## config.mk

```make
export PLATFORM = sky130hd
export DESIGN_NAME = dsp_lane_arbiter
export DESIGN_NICKNAME = d
export VERILOG_FILES = /design/src/rtl/dsp_lane_arbiter.sv
export SDC_FILE = /design/constraint.sdc
export NUM_CORES = 1
export LEC_CHECK = 0
export CORE_AREA = 2 2 174 176
export DETAILED_ROUTE_END_ITERATION = 7
export DIE_AREA = 0 0 176 178
export PLACE_DENSITY = 0.67
export SLEW_MARGIN = 5
export SYNTH_ARGS = -nofsm -noshare
export SYNTH_HDL_FRONTEND = slang
export SYNTH_SLANG_ARGS = --single-unit
```

## constraint.sdc

```tcl
create_clock -name clock -period 13.6 [get_ports clock]
set_input_delay 1.36 -clock clock [delete_from_list [all_inputs] [get_ports clock]]
set_output_delay 1.36 -clock clock [all_outputs]
set_load 0.005 [all_outputs]
```

## src/rtl/dsp_lane_arbiter.sv

```systemverilog
// Round-robin arbiter that packs up to two requesters per cycle into the two
// lanes of a shared SIMD DSP unit and routes the results back by tag.
module dsp_lane_arbiter #(
   parameter int unsigned width   = 24,
   parameter int unsigned nreq    = 4,
   parameter int unsigned latency = 0
) (
   input  logic                    clock,
   input  logic                    reset,
   input  logic [nreq-1:0]         req_valid,
   output logic [nreq-1:0]         req_ready,
   input  logic [nreq*width-1:0]   req_a,
   input  logic [nreq*width-1:0]   req_b,
   output logic [nreq-1:0]         rsp_valid,
   output logic [nreq*width-1:0]   rsp_y,
   output logic [width-1:0]        dsp_a0,
   output logic [width-1:0]        dsp_b0,
   output logic [width-1:0]        dsp_a1,
   output logic [width-1:0]        dsp_b1,
   input  logic [width-1:0]        dsp_y0,
   input  logic [width-1:0]        dsp_y1,
   output logic                    idle
);

   localparam int unsigned IDW = (nreq > 1) ? $clog2(nreq) : 1;
   localparam logic [IDW-1:0] LAST_ID = IDW'(nreq - 1);

   if (width == 0 || width > 24) begin : g_bad_width
      $error("dsp_lane_arbiter: width must be in 1..24");
   end
   if (nreq < 2 || nreq > 8) begin : g_bad_nreq
      $error("dsp_lane_arbiter: nreq must be in 2..8");
   end
   if (latency > 4) begin : g_bad_latency
      $error("dsp_lane_arbiter: latency must be in 0..4");
   end

   typedef struct packed {
      logic           v0;
      logic [IDW-1:0] id0;
      logic           v1;
      logic [IDW-1:0] id1;
   } tag_t;

   function automatic logic [IDW-1:0] f_next(input logic [IDW-1:0] x);
      return (x == LAST_ID) ? '0 : x + IDW'(1);
   endfunction

   logic [IDW-1:0]   r_ptr;
   logic             r_idle;
   logic [nreq-1:0]  r_rsp_valid;
   logic [width-1:0] r_rsp_y [nreq];

   logic [width-1:0] w_a [nreq];
   logic [width-1:0] w_b [nreq];
   logic             w_g0;
   logic             w_g1;
   logic [IDW-1:0]   w_idx0;
   logic [IDW-1:0]   w_idx1;
   logic [IDW-1:0]   w_scan;
   tag_t             w_cur;
   tag_t             w_head;
   logic             w_tag_busy;
   logic [nreq-1:0]  w_rsp_valid_nxt;

   for (genvar g = 0; g < int'(nreq); g++) begin : g_slice
      assign w_a[g]                    = req_a[g*width +: width];
      assign w_b[g]                    = req_b[g*width +: width];
      assign rsp_y[g*width +: width]   = r_rsp_y[g];
   end

   // Lane0 scans from ptr; lane1 scans from the slot after lane0 and stops short of it.
   always_comb begin
      w_g0   = 1'b0;
      w_idx0 = '0;
      w_g1   = 1'b0;
      w_idx1 = '0;
      w_scan = r_ptr;
      for (int k = 0; k < int'(nreq); k++) begin
         if (!w_g0 && req_valid[w_scan]) begin
            w_g0   = 1'b1;
            w_idx0 = w_scan;
         end
         w_scan = f_next(w_scan);
      end
      w_scan = f_next(w_idx0);
      for (int k = 1; k < int'(nreq); k++) begin
         if (w_g0 && !w_g1 && req_valid[w_scan]) begin
            w_g1   = 1'b1;
            w_idx1 = w_scan;
         end
         w_scan = f_next(w_scan);
      end
   end

   always_comb begin
      req_ready = '0;
      if (w_g0) req_ready[w_idx0] = 1'b1;
      if (w_g1) req_ready[w_idx1] = 1'b1;
   end

   assign dsp_a0 = w_g0 ? w_a[w_idx0] : '0;
   assign dsp_b0 = w_g0 ? w_b[w_idx0] : '0;
   assign dsp_a1 = w_g1 ? w_a[w_idx1] : '0;
   assign dsp_b1 = w_g1 ? w_b[w_idx1] : '0;

   always_comb begin
      w_cur     = '0;
      w_cur.v0  = w_g0;
      w_cur.id0 = w_idx0;
      w_cur.v1  = w_g1;
      w_cur.id1 = w_idx1;
   end

   // Tag stages mirror the DSP pipeline so the head lines up with dsp_y0/dsp_y1.
   if (latency == 0) begin : g_comb_tag
      assign w_head     = w_cur;
      assign w_tag_busy = 1'b0;
   end else begin : g_pipe_tag
      tag_t r_tag [latency];

      always_ff @(posedge clock or posedge reset) begin
         if (reset) begin
            for (int i = 0; i < int'(latency); i++) r_tag[i] <= '0;
         end else begin
            r_tag[0] <= w_cur;
            for (int i = 1; i < int'(latency); i++) r_tag[i] <= r_tag[i-1];
         end
      end

      always_comb begin
         w_tag_busy = 1'b0;
         for (int i = 0; i < int'(latency); i++) begin
            w_tag_busy = w_tag_busy | r_tag[i].v0 | r_tag[i].v1;
         end
      end

      assign w_head = r_tag[latency-1];
   end

   always_comb begin
      w_rsp_valid_nxt = '0;
      if (w_head.v0) w_rsp_valid_nxt[w_head.id0] = 1'b1;
      if (w_head.v1) w_rsp_valid_nxt[w_head.id1] = 1'b1;
   end

   always_ff @(posedge clock or posedge reset) begin
      if (reset) begin
         r_ptr  <= '0;
         r_idle <= 1'b1;
      end else begin
         if (w_g1)      r_ptr <= f_next(w_idx1);
         else if (w_g0) r_ptr <= f_next(w_idx0);
         // Next cycle is busy if anything enters or still sits in the tag pipe.
         r_idle <= !(w_cur.v0 || w_tag_busy);
      end
   end

   always_ff @(posedge clock or posedge reset) begin
      if (reset) begin
         r_rsp_valid <= '0;
         for (int i = 0; i < int'(nreq); i++) r_rsp_y[i] <= '0;
      end else begin
         r_rsp_valid <= w_rsp_valid_nxt;
         if (w_head.v0) r_rsp_y[w_head.id0] <= dsp_y0;
         if (w_head.v1) r_rsp_y[w_head.id1] <= dsp_y1;
      end
   end

   assign rsp_valid = r_rsp_valid;
   assign idle      = r_idle;

endmodule

```

After elaboration in Yosys (flattened, before gate mapping):

Cells that the tools add are included.

* bits in registers: 103
* output and inout bits: 201

* multiplexer cells: 67
* bitwise logic cells: 3
* equality and inequality tests: 7
* $add $sub $neg: 7
* magnitude comparators: 15
* reductions and logical operators: 19

Operators with widths (number)
* 2-to-1 mux 24 bit: 14
* binary-select mux 24 bit (select 2 bit): 4
* bitwise mux 96 bit: 2
* 2-to-1 mux 96 bit: 2
* demux 24 bit (select 2 bit): 2
* 2-to-1 mux 2 bit: 16
* < comparator 2 x 3 -> 1 bit, second input constant: 9
* 2-to-1 mux 1 bit: 16
* adder 2 x 1 -> 2 bit, second input constant: 7
* binary-select mux 1 bit (select 2 bit): 7
* == test 2 bit, second input constant: 7
* logical AND 1 bit: 12
* 2-to-1 mux 4 bit: 2
* greater-or-equal comparator 3 bit, second input constant: 2
* logical NOT 1 bit: 6
* < comparator 3 x 1 -> 1 bit, second input constant: 2
* NOT 2 -> 3 bit: 2
* demux 1 bit (select 2 bit): 2
* greater-or-equal comparator 2 x 1 -> 1 bit, second input constant: 2
* bitwise OR 4 bit: 1
* nonzero test 2 bit: 1

Depth between registers and ports, before layout:

Gate-level depths: netlist of the first run.

* depth after elaboration: 33
* depth in mapped cells: 25

Worst setup path after synthesis of the first run:

OpenSTA, ideal clock, no wires.

* path kind: input -> output
* start: in req_valid[0]
* end: out req_ready[0]
* cell stages on the path: 22
* arrival time: 5579 ps
* buffers on the path: 8
* setup slack: 6661 ps
* path through: nor4b_1 -> o21ai_1 -> a2111oi_2 -> nand2b_1 -> buf_6 -> buf_2 -> buf_2 -> ha_1 -> clkbuf_1 -> inv_1 -> nor2_1 -> o21ai_0 -> o311ai_1 -> a21o_1 -> mux2_4 -> buf_6 -> buf_6 -> buf_6 -> ha_1 -> nand2_1 -> buf_2 -> nand2_1

* longest elaborated chain between the ends: 32
* elaborated cells on any way between the ends: 63

RTL lines
* start, declared: line 10 `input logic [nreq-1:0] req_valid,`
* branches (longest 31 deep; another with binary-select mux 1 bit (select 2 bit))
* 2-to-1 mux 4 bit (*): line 99 `if (w_g1) req_ready[w_idx1] = 1'b1;`
* end, declared: line 11 `output logic [nreq-1:0] req_ready,`

Mark *: on every way between the ends. The select of a mux whose other input is x is not followed.

Final worst setup path of the first run:

* start: in req_valid[3]
* end: out dsp_b1[9]

* longest elaborated chain between the ends: 31
* elaborated cells on any way between the ends: 55

RTL lines
* branches (longest 30 deep; another with binary-select mux 1 bit (select 2 bit))
* 2-to-1 mux 24 bit (*): line 105 `assign dsp_b1 = w_g1 ? w_b[w_idx1] : '0;`
* end, declared: line 19 `output logic [width-1:0] dsp_b1,`

Marked as above.

==> results of run 1 <==
synthesized netlist by cell type, drive strengths merged, types with 4 or more instances:
cell	count
clkbuf	26
inv	10
mux2	195
mux4	51
or2	4
o21ai	7
buf	37
and2	49
mux2i	104
nand2	23
o22ai	49
nor2	7
dfrtp	102
a21oi	7
ha	9
nand2b	4
cells by family (layout without fill, tap and decap cells):
logic type / count (synthesis) / count (layout)
AO/OA/AOI/OAI: 80 / 80
other: 0 / 7
buffers and inverters: 73 / 482
adder cells (fa/ha/maj): 9 / 9
XOR/XNOR: 1 / 1
AND/OR/NAND/NOR: 94 / 94
multiplexers: 350 / 350
flip-flops: 103 / 103
worst max-delay path by stage:
stage          cells past startpoint         start           end  slack [ns]
2_1_floorplan                     22  req_valid[0]  req_ready[0]        6.66
3_3_place_gp                      16  req_valid[3]    dsp_b1[21]        4.66
3_5_place_dp                      16  req_valid[3]    dsp_b1[13]        4.32
4_1_cts                           16  req_valid[3]    dsp_b1[13]        4.31
5_1_grt                           16  req_valid[2]     dsp_b1[7]        3.83
6_report                          16  req_valid[3]     dsp_b1[9]        4.36
flip-flops by register name (all words and copies together), names as in the netlist:
name       flops
rsp_valid      4
rsp_y         96
idle           1
r_ptr          2
layer usage:
metal  vias up  global-route usage  share of wire
met2       361              0.3963           0.51
met1      3928              0.2339           0.35
met5         -                   0        0.00053
met4         4             0.08540          0.038
met3        55             0.07971          0.096
li1       3535                   -              -
through the flow:
stage	instance area [µm²]	instances	hold WS (ns)	utilization
final	13540	1516	0.6296	0.4604
after global routing	13540	1516	0.6540	0.4604
after CTS	13520	1509	0.6295	0.4598
after detailed placement	13240	1494	0.6163	0.4503
after global placement	13240	1494	0.6061	0.4503
after floorplan	8506	710	0.6236	-
cell type report:
class / instances / area [µm²] / share of cell area
antenna: 7 / 17.52 / 0.001294
clock buffer: 9 / 225.2 / 0.01664
clock inverter: 6 / 55.05 / 0.004067
inverter: 10 / 42.54 / 0.003143
multi-input combinational: 534 / 5583 / 0.4124
sequential: 103 / 2579 / 0.1905
tap: 390 / 488.0 / 0.03605
timing repair buffer: 457 / 4547 / 0.3359
critical path, delay by kind of cell:
kind	cells	cell delay, ns
AOI/OAI and AO/OA	6	2.21
buffers and inverters	4	1.71
and+or+nand+nor	3	1.41
muxes	2	0.57
adders and majority gates	1	0.53
==> results.json, run 1 <==
{
  "setup_viol": 0,
  "final-hold-violation-count": 0,
  "netlist_instances": 710,
  "drive_gt1_frac": 0.2556,
  "r2r_cells": 18,
  "synth_top_area_share": 0.3001,
  "grt_pass1_wl_mm": 51.65,
  "synth_edf_count": 0,
  "worst_path_largest_cell_delay_ns": 0.87,
  "viasPerCell": 5.200,
  "nets": 1370,
  "finalSetupTns_ns": 0,
  "syn-cell-area_um2": 8506,
  "muxShareOfSynthArea": 0.5160,
  "vias": 7883,
  "fmaxAchievable_ghz": 0.1083,
  "crit_chain": "clkdlybuf4s50_1, mux2_2, and2_1, or3_1, mux2i_1, a21oi_1, o22a_2, buf_4, ha_1, inv_1, o311ai_1, a21o_1, a221o_2, nand2_2, o22ai_1, clkdlybuf4s50_1",
  "grt_setup_unrepaired": "false",
  "drt_iter0_drc": 293,
  "routabilityCongestion": 1.032,
  "grt_max_degree": 100,
  "slew-limit-headroom": 0.2772,
  "wl_per_cell_um": 23.55,
  "fin_crit_sh": 0.6792,
  "die_w_um": 176,
  "cts_sinks": 103,
  "h-tree-depth": 3,
  "ctsHoldBuffers": 0,
  "cts_tree": "done",
  "path_clk_slew_ns": 0.08,
  "area_growth_pct": 59.15,
  "r2r_setup_slack_ns": 6.98,
  "status": "complete, no violations",
  "dp_hpwl_mm": 27.77,
  "cp_common_cell": "clkdlybuf4s50_1",
  "async_flop_share": 1.000,
  "arrival_ns": 7.88,
  "io_pins": 447,
  "initial_core_util": 0.2893,
  "wirelength_mm": 35.70,
  "core_area_um2": 29400,
  "worst_pin_slew_ns": 1.084,
  "ant_nets": 0,
  "skew_ns": 0.01281,
  "whs_endpoint": "rsp_y[14]",
  "avgSynthCellArea_um2": 11.98,
  "critical_path_class": "in2out",
  "worstPathRequired_ns": 12.24,
  "design.die.area_um2": 31330,
  "rr_endpoint": "rsp_y[47]",
  "synth_compound_area_frac": 0.06222,
  "root_buffer": "clkbuf_16",
  "die_y_um": 178,
  "min_path_type": "reg2reg",
  "ys.warnings.count": 0,
  "start_kind": "input pin",
  "clockBufferDepth": 2,
  "r2r-start": "r_ptr[0]",
  "endpoint_kind": "output port",
  "crit_slowest_cell": "a221o_2",
  "grt_pass1_vias": 8228,
  "synth-xor-area-share": 0.001030,
  "period_minus_slack_ns": 9.236,
  "yosys.area.top_type": "dfrtp_1",
  "synth_top_family_by_area": "multiplexers",
  "rows": 63,
  "portBuffers": 446,
  "insertion_delay_ns": 0.35,
  "numCtsBuffers": 9,
  "yosys.area_share.simple": 0.06105,
  "min_from": "rsp_y[14]",
  "drc": 0,
  "seq_area_frac_synth": 0.3032,
  "grt_usage": 0.2196,
  "setup_slack_ns": 4.364,
  "crit_fanout": 52,
  "gr-total-overflow": 0,
  "synthAdderAreaFrac": 0.01324,
  "fillers": 2711,
  "postCtsSetupBuffers": 0,
  "ctsResizeCount": 0,
  "drv_cap": 0,
  "slew_viol_final": 0,
  "hold_depth": 2,
  "layout_commonest_cell": "clkdlybuf4s50_1",
  "synth_area_leaders": "dfrtp_1 30%, mux2_2 26%, mux4_2 14%",
  "antenna_found_initial": 9,
  "ys_types": 43,
  "ys_ff_latch": 103,
  "drtPass1Iterations": 4,
  "mostFrequentLayoutCells": "446 x clkdlybuf4s50_1, 194 x mux2_2, 104 x mux2i_1",
  "synthesis.nets": 965,
  "synth-main-ff-cell": "dfrtp_1",
  "pre_cts_ws_ns": 4.324
}
Power of run 1 is left out: the tool's default activity adds up to more than one toggle a clock period on the data nets, which glitch-free logic cannot reach.
==> run 2: changes to the inputs <==
CORE_AREA = 2 2 175 177   (was 2 2 174 176)
DIE_AREA = 0 0 177 179   (was 0 0 176 178)
PLACE_DENSITY = 0.66   (was 0.67)
clock period = 9.55 ns   (was 13.6 ns; I/O delays follow)
==> run 2 against run 1 <==
Compared with the run above: final cell count rose by 0.73%; worst setup slack got worse by 2.6 ns; non-clock buffer count rose by 1; clock skew fell by 0.0037 ns; sequential share of layout area fell by 0.079 points; cell area rose by 0.42%; via count fell by 0.62%.
==> results.json, run 2 (synthesized netlist as in run 1, its figures left out) <==
{
  "status": "complete, no violations",
  "dp_hpwl_mm": 26.75,
  "worst_pin_slew_ns": 1.078,
  "routabilityCongestion": 0.9442,
  "final_cells": 1527,
  "min_path_type": "reg2reg",
  "insertion_delay_ns": 0.36,
  "dr_wl_met2_mm": 17.82,
  "wirelength_mm": 35.67,
  "ant_nets": 0,
  "crit_slowest_cell": "nand2_2",
  "endpoint_kind": "output port",
  "die_w_um": 177,
  "drt_iter0_drc": 257,
  "numCtsBuffers": 9,
  "root_buffer": "clkbuf_16",
  "fin_util": 0.4527,
  "path_buf_inv": 4,
  "wl_per_cell_um": 23.36,
  "finalSetupTns_ns": 0,
  "rows": 64,
  "highest_layer": "met5",
  "worst_path_largest_cell_delay_ns": 0.79,
  "crit_chain": "clkdlybuf4s50_1, mux2_2, and2_1, or3_1, mux2i_1, a21oi_1, o22a_2, ha_1, inv_1, o311ai_1, a21o_1, a221o_2, buf_4, nand2_2, o22ai_1, clkdlybuf4s50_1",
  "grt_pass1_vias": 8038,
  "design.die.area_um2": 31680,
  "ctsResizeCount": 0,
  "cts_sinks": 103,
  "portBuffers": 446,
  "fin_crit_sh": 0.8106,
  "drv_cap": 0,
  "h-tree-depth": 3,
  "grt_pass1_wl_mm": 50.97,
  "io_pins": 447,
  "mostFrequentLayoutCells": "446 x clkdlybuf4s50_1, 194 x mux2_2, 104 x mux2i_1",
  "path_delay_family": "buffers and inverters",
  "worstPathRequired_ns": 8.60,
  "period_minus_slack_ns": 7.742,
  "antenna_found_initial": 10,
  "area_growth_pct": 59.81,
  "nets": 1371,
  "grt_max_degree": 100,
  "cp_common_cell": "clkdlybuf4s50_1",
  "postLayoutCellArea_um2": 13590,
  "slew-limit-headroom": 0.2789,
  "placed_cell_area_um2": 13250,
  "ctsHoldBuffers": 0,
  "slew_viol_final": 0,
  "viasPerCell": 5.130,
  "setup_viol": 0,
  "critical_path_class": "in2out",
  "dr_wl_met3_mm": 3.238,
  "drt-met1-wl_mm": 13.25,
  "crit_fanout": 52,
  "drive_gt1_frac": 0.2569,
  "drc": 0,
  "fmaxAchievable_ghz": 0.1292,
  "gr-total-overflow": 0,
  "core_area_um2": 30030,
  "grt_usage": 0.2152,
  "cts_tree": "done",
  "drtPass1Iterations": 4,
  "start_kind": "input pin",
  "largest_reg_flops": 96,
  "postCtsSetupBuffers": 0,
  "vias": 7834,
  "path_clk_slew_ns": 0.07,
  "die_y_um": 179,
  "final-hold-violation-count": 0,
  "skew_ns": 0.009062,
  "grt_setup_unrepaired": "false",
  "clockBufferDepth": 2,
  "initial_core_util": 0.2833,
  "layout_commonest_cell": "clkdlybuf4s50_1",
  "placedCellCount": 1501,
  "arrival_ns": 6.79
}
[run 2: cell types whose count changed in the layout (fill, tap and decap cells not counted), sizes merged]
cell / previous run / this run
clkinv: 2 / 3
bufinv: 0 / 1
clkinvlp: 1 / 0
buf: 11 / 12
diode: 7 / 10
[run 2: cell type report]
class / instances / area (µm²)
fillers: 2825 / 16440
well taps: 396 / 495.5
diodes: 10 / 25.02
repair buffers: 458 / 4554
multi-input cells: 534 / 5583
inverters: 10 / 42.54
flip-flops and latches: 103 / 2579
clock buffers: 9 / 225.2
clock inverters: 7 / 88.84
[run 2: per-layer routing]
layer | vias to the layer above | global-route usage
li1 | 3554 | -
met1 | 3859 | 0.2392
met2 | 361 | 0.3794
met3 | 58 | 0.06870
met4 | 2 | 0.08850
met5 | - | 0
[run 2: tightest hold or removal path, delay by kind of cell (launching register included)]
| family | cells | cell delay (ns) |
|---|---|---|
| flip-flops | 1 | 0.34 |
| multiplexers | 2 | 0.26 |
[run 2: per-stage QoR]
step	hold WS (ns)	setup WS, ns
2_1_floorplan	0.6236	3.421
3_3_place_gp	0.6075	1.909
3_5_place_dp	0.6160	1.815
4_1_cts	0.6308	1.810
5_1_grt	0.6523	1.444
6_report	0.6285	1.808
[run 2: final timing paths]
| kind | from | end | slack, ns | depth (start not counted) |
|---|---|---|---|---|
| min in group asynchronous | reset | rsp_y[43] | 1.03 | 2 |
| setup / recovery | req_valid[3] | dsp_b1[17] | 1.81 | 16 |
| setup reg to reg | r_ptr[0] | rsp_y[79] | 3.48 | 19 |
| hold reg to reg | rsp_y[85] | rsp_y[85] | 0.63 | 2 |
| hold / removal | rsp_y[85] | rsp_y[85] | 0.63 | 2 |
| max in group asynchronous | reset | rsp_y[47] | 7.30 | 3 |
Power of run 2 is left out for the same reason.
==> RTL edit (config.mk and constraints of run 2) <==
Set the parameter `latency` to 1 (it was 0).
--- a/src/rtl/dsp_lane_arbiter.sv
+++ b/src/rtl/dsp_lane_arbiter.sv
@@ -4,5 +4,5 @@
    parameter int unsigned width   = 24,
    parameter int unsigned nreq    = 4,
-   parameter int unsigned latency = 0
+   parameter int unsigned latency = 1
 ) (
    input  logic                    clock,
Function: changed (a bounded check fails within 4 cycles, from zero or initial values and one cycle with reset high).
==> RTL edit against run 2 <==
Cell area grew 0.17%; routed wire length grew 0.74%; register-to-register slack gained 0.32 ns; worst setup slack lost 0.16 ns; hold slack lost 0.14 ns; synthesized area grew 1.7%; core utilization grew 0.075 points; fmax shrank 2.1%; sequential cell count grew 6; non-clock buffer count shrank 1.
==> RTL edit: results <==
group,metric,value,unit
routing,drt-pass1-iter-count,4,
timing,finClkSkew,0.00806,ns
grt,grt_use_total,21.6,%
grt,grt_pass1_vias,8449,
grt,grt_max_degree,69,
routing,via_per_inst,5.21,
cells_and_area,largest_reg_flops,96,
place,port_buffers,446,
place,dp_cells,1608,
clocking,clk-insertion-delay-late,0.35,ns
power_and_ir_drop,p_int,4480,uW
routing,drc,0,
setup_path,crit_end,"dsp_b1[5]",
setup_path,crit_fanout,68,
outcome,outcome,"finished, final reports clean",
routing,wl_per_cell,22.1,um
setup_path,r2r_cells,14,
place,hpwlAfterDp,26.1,mm
setup_path,startpoint,"r_ptr[0]",
logic_synthesis,synthCells,838,
routing,drtIter0Drc,457,
clocking,cts.clk_slew.worst_paths,0.07,ns
routing,met1_length,13.7,mm
power_and_ir_drop,power_frac_clock,4.8,%
clocking,cts_root_buffer,"clkbuf_16",
min_path,whs_path_depth,1,
place,gp_congestion,0.834,
logic_synthesis,synth_fp_nets,1093,
grt,grt_pass1_wl,52.1,mm
place,post_dp_cell_area,0.0133,mm2
cells_and_area,final_area,0.0136,mm2
routing,dr_wl_met2,18.4,mm
cells_and_area,nets,1478,
logic_synthesis,ys_seq_area_share,31.6,%
grt,antenna_found_initial,1,
timing,worst_pin_slew,1.12,ns
cells_and_area,final_layout_size_suffix_gt1_share,11.3,%
logic_synthesis,synth_area_leaders,"dfrtp_1 31%, mux2i_1 17%, mux4_2 13%",
routing,drt-total-wl,35.9,mm
logic_synthesis,ys_top_cells_by_count,"148 x mux2i_1, 108 x dfrtp_1, 105 x nand2_1",
clocking,cts_buffers,9,
cells_and_area,n_fill_cell,2864,
setup_path,worstPathArrival,6.95,ns
setup_path,r2r_setup_slack,3.80,ns
routing,dr_wl_met3,3.33,mm
logic_synthesis,synth_cell_types,60,
clocking,cts_resized,0,
routing,highest_layer,"met4",
setup_path,rr_endpoint,"r_ptr[1]",
==> RTL edit: how the worst min path moves through the flow <==
stage	to	slack, ns	startpoint
2_1_floorplan	idle	0.42	g_pipe_tag.r_tag[2]
6_report	idle	0.49	g_pipe_tag.r_tag[5]
3_5_place_dp	idle	0.48	g_pipe_tag.r_tag[5]
4_1_cts	idle	0.49	g_pipe_tag.r_tag[5]
5_1_grt	idle	0.51	g_pipe_tag.r_tag[2]
3_3_place_gp	idle	0.47	g_pipe_tag.r_tag[5]
==> RTL edit: routing by layer <==
layer / GRT usage, % / vias up
met2: 38.1 / 346
li1: - / 3926
met1: 25.4 / 4171
met5: 0 / -
met4: 5.27 / 0
met3: 7.04 / 29
==> RTL edit: layout make-up <==
cell class,instances,area share [%]
Antenna cell,1,0.0184
Clock buffer,13,1.84
Clock inverter,3,0.322
Inverter,8,0.239
Multi-Input combinational cell,638,40.5
Sequential cell,109,20.0
Tap cell,396,3.64
Timing Repair Buffer,457,33.4
==> RTL edit: cells by family after synthesis <==
logic type | synth area share, %
compound gates | 19.9
mux | 30.3
simple gates | 11.4
flops | 31.6
buf+inv | 5.38
fa+ha+maj | 1.30
xor+xnor | 0.101
==> RTL edit: worst max-delay path, stage by stage (launching register included) <==
cell and delay, ns:
dfrtp_1 0.60, ha_1 0.72, mux4_2 0.63, or4_1 0.72
nand2_4 0.48, ha_1 0.45, nand2b_1 0.22, a21oi_1 0.16
a31oi_1 0.06, nand4_1 0.22, and4bb_4 0.97, buf_4 0.40
a22oi_1 0.11, mux2i_1 0.19, clkdlybuf4s50_1 0.57
==> RTL edit: metrics by stage <==
stage	setup WS, ns	hold slack, ns
after floorplan	4.14	0.422
after global placement	1.83	0.471
after detailed placement	1.73	0.483
after CTS	1.63	0.489
after global routing	1.14	0.510
final	1.65	0.487
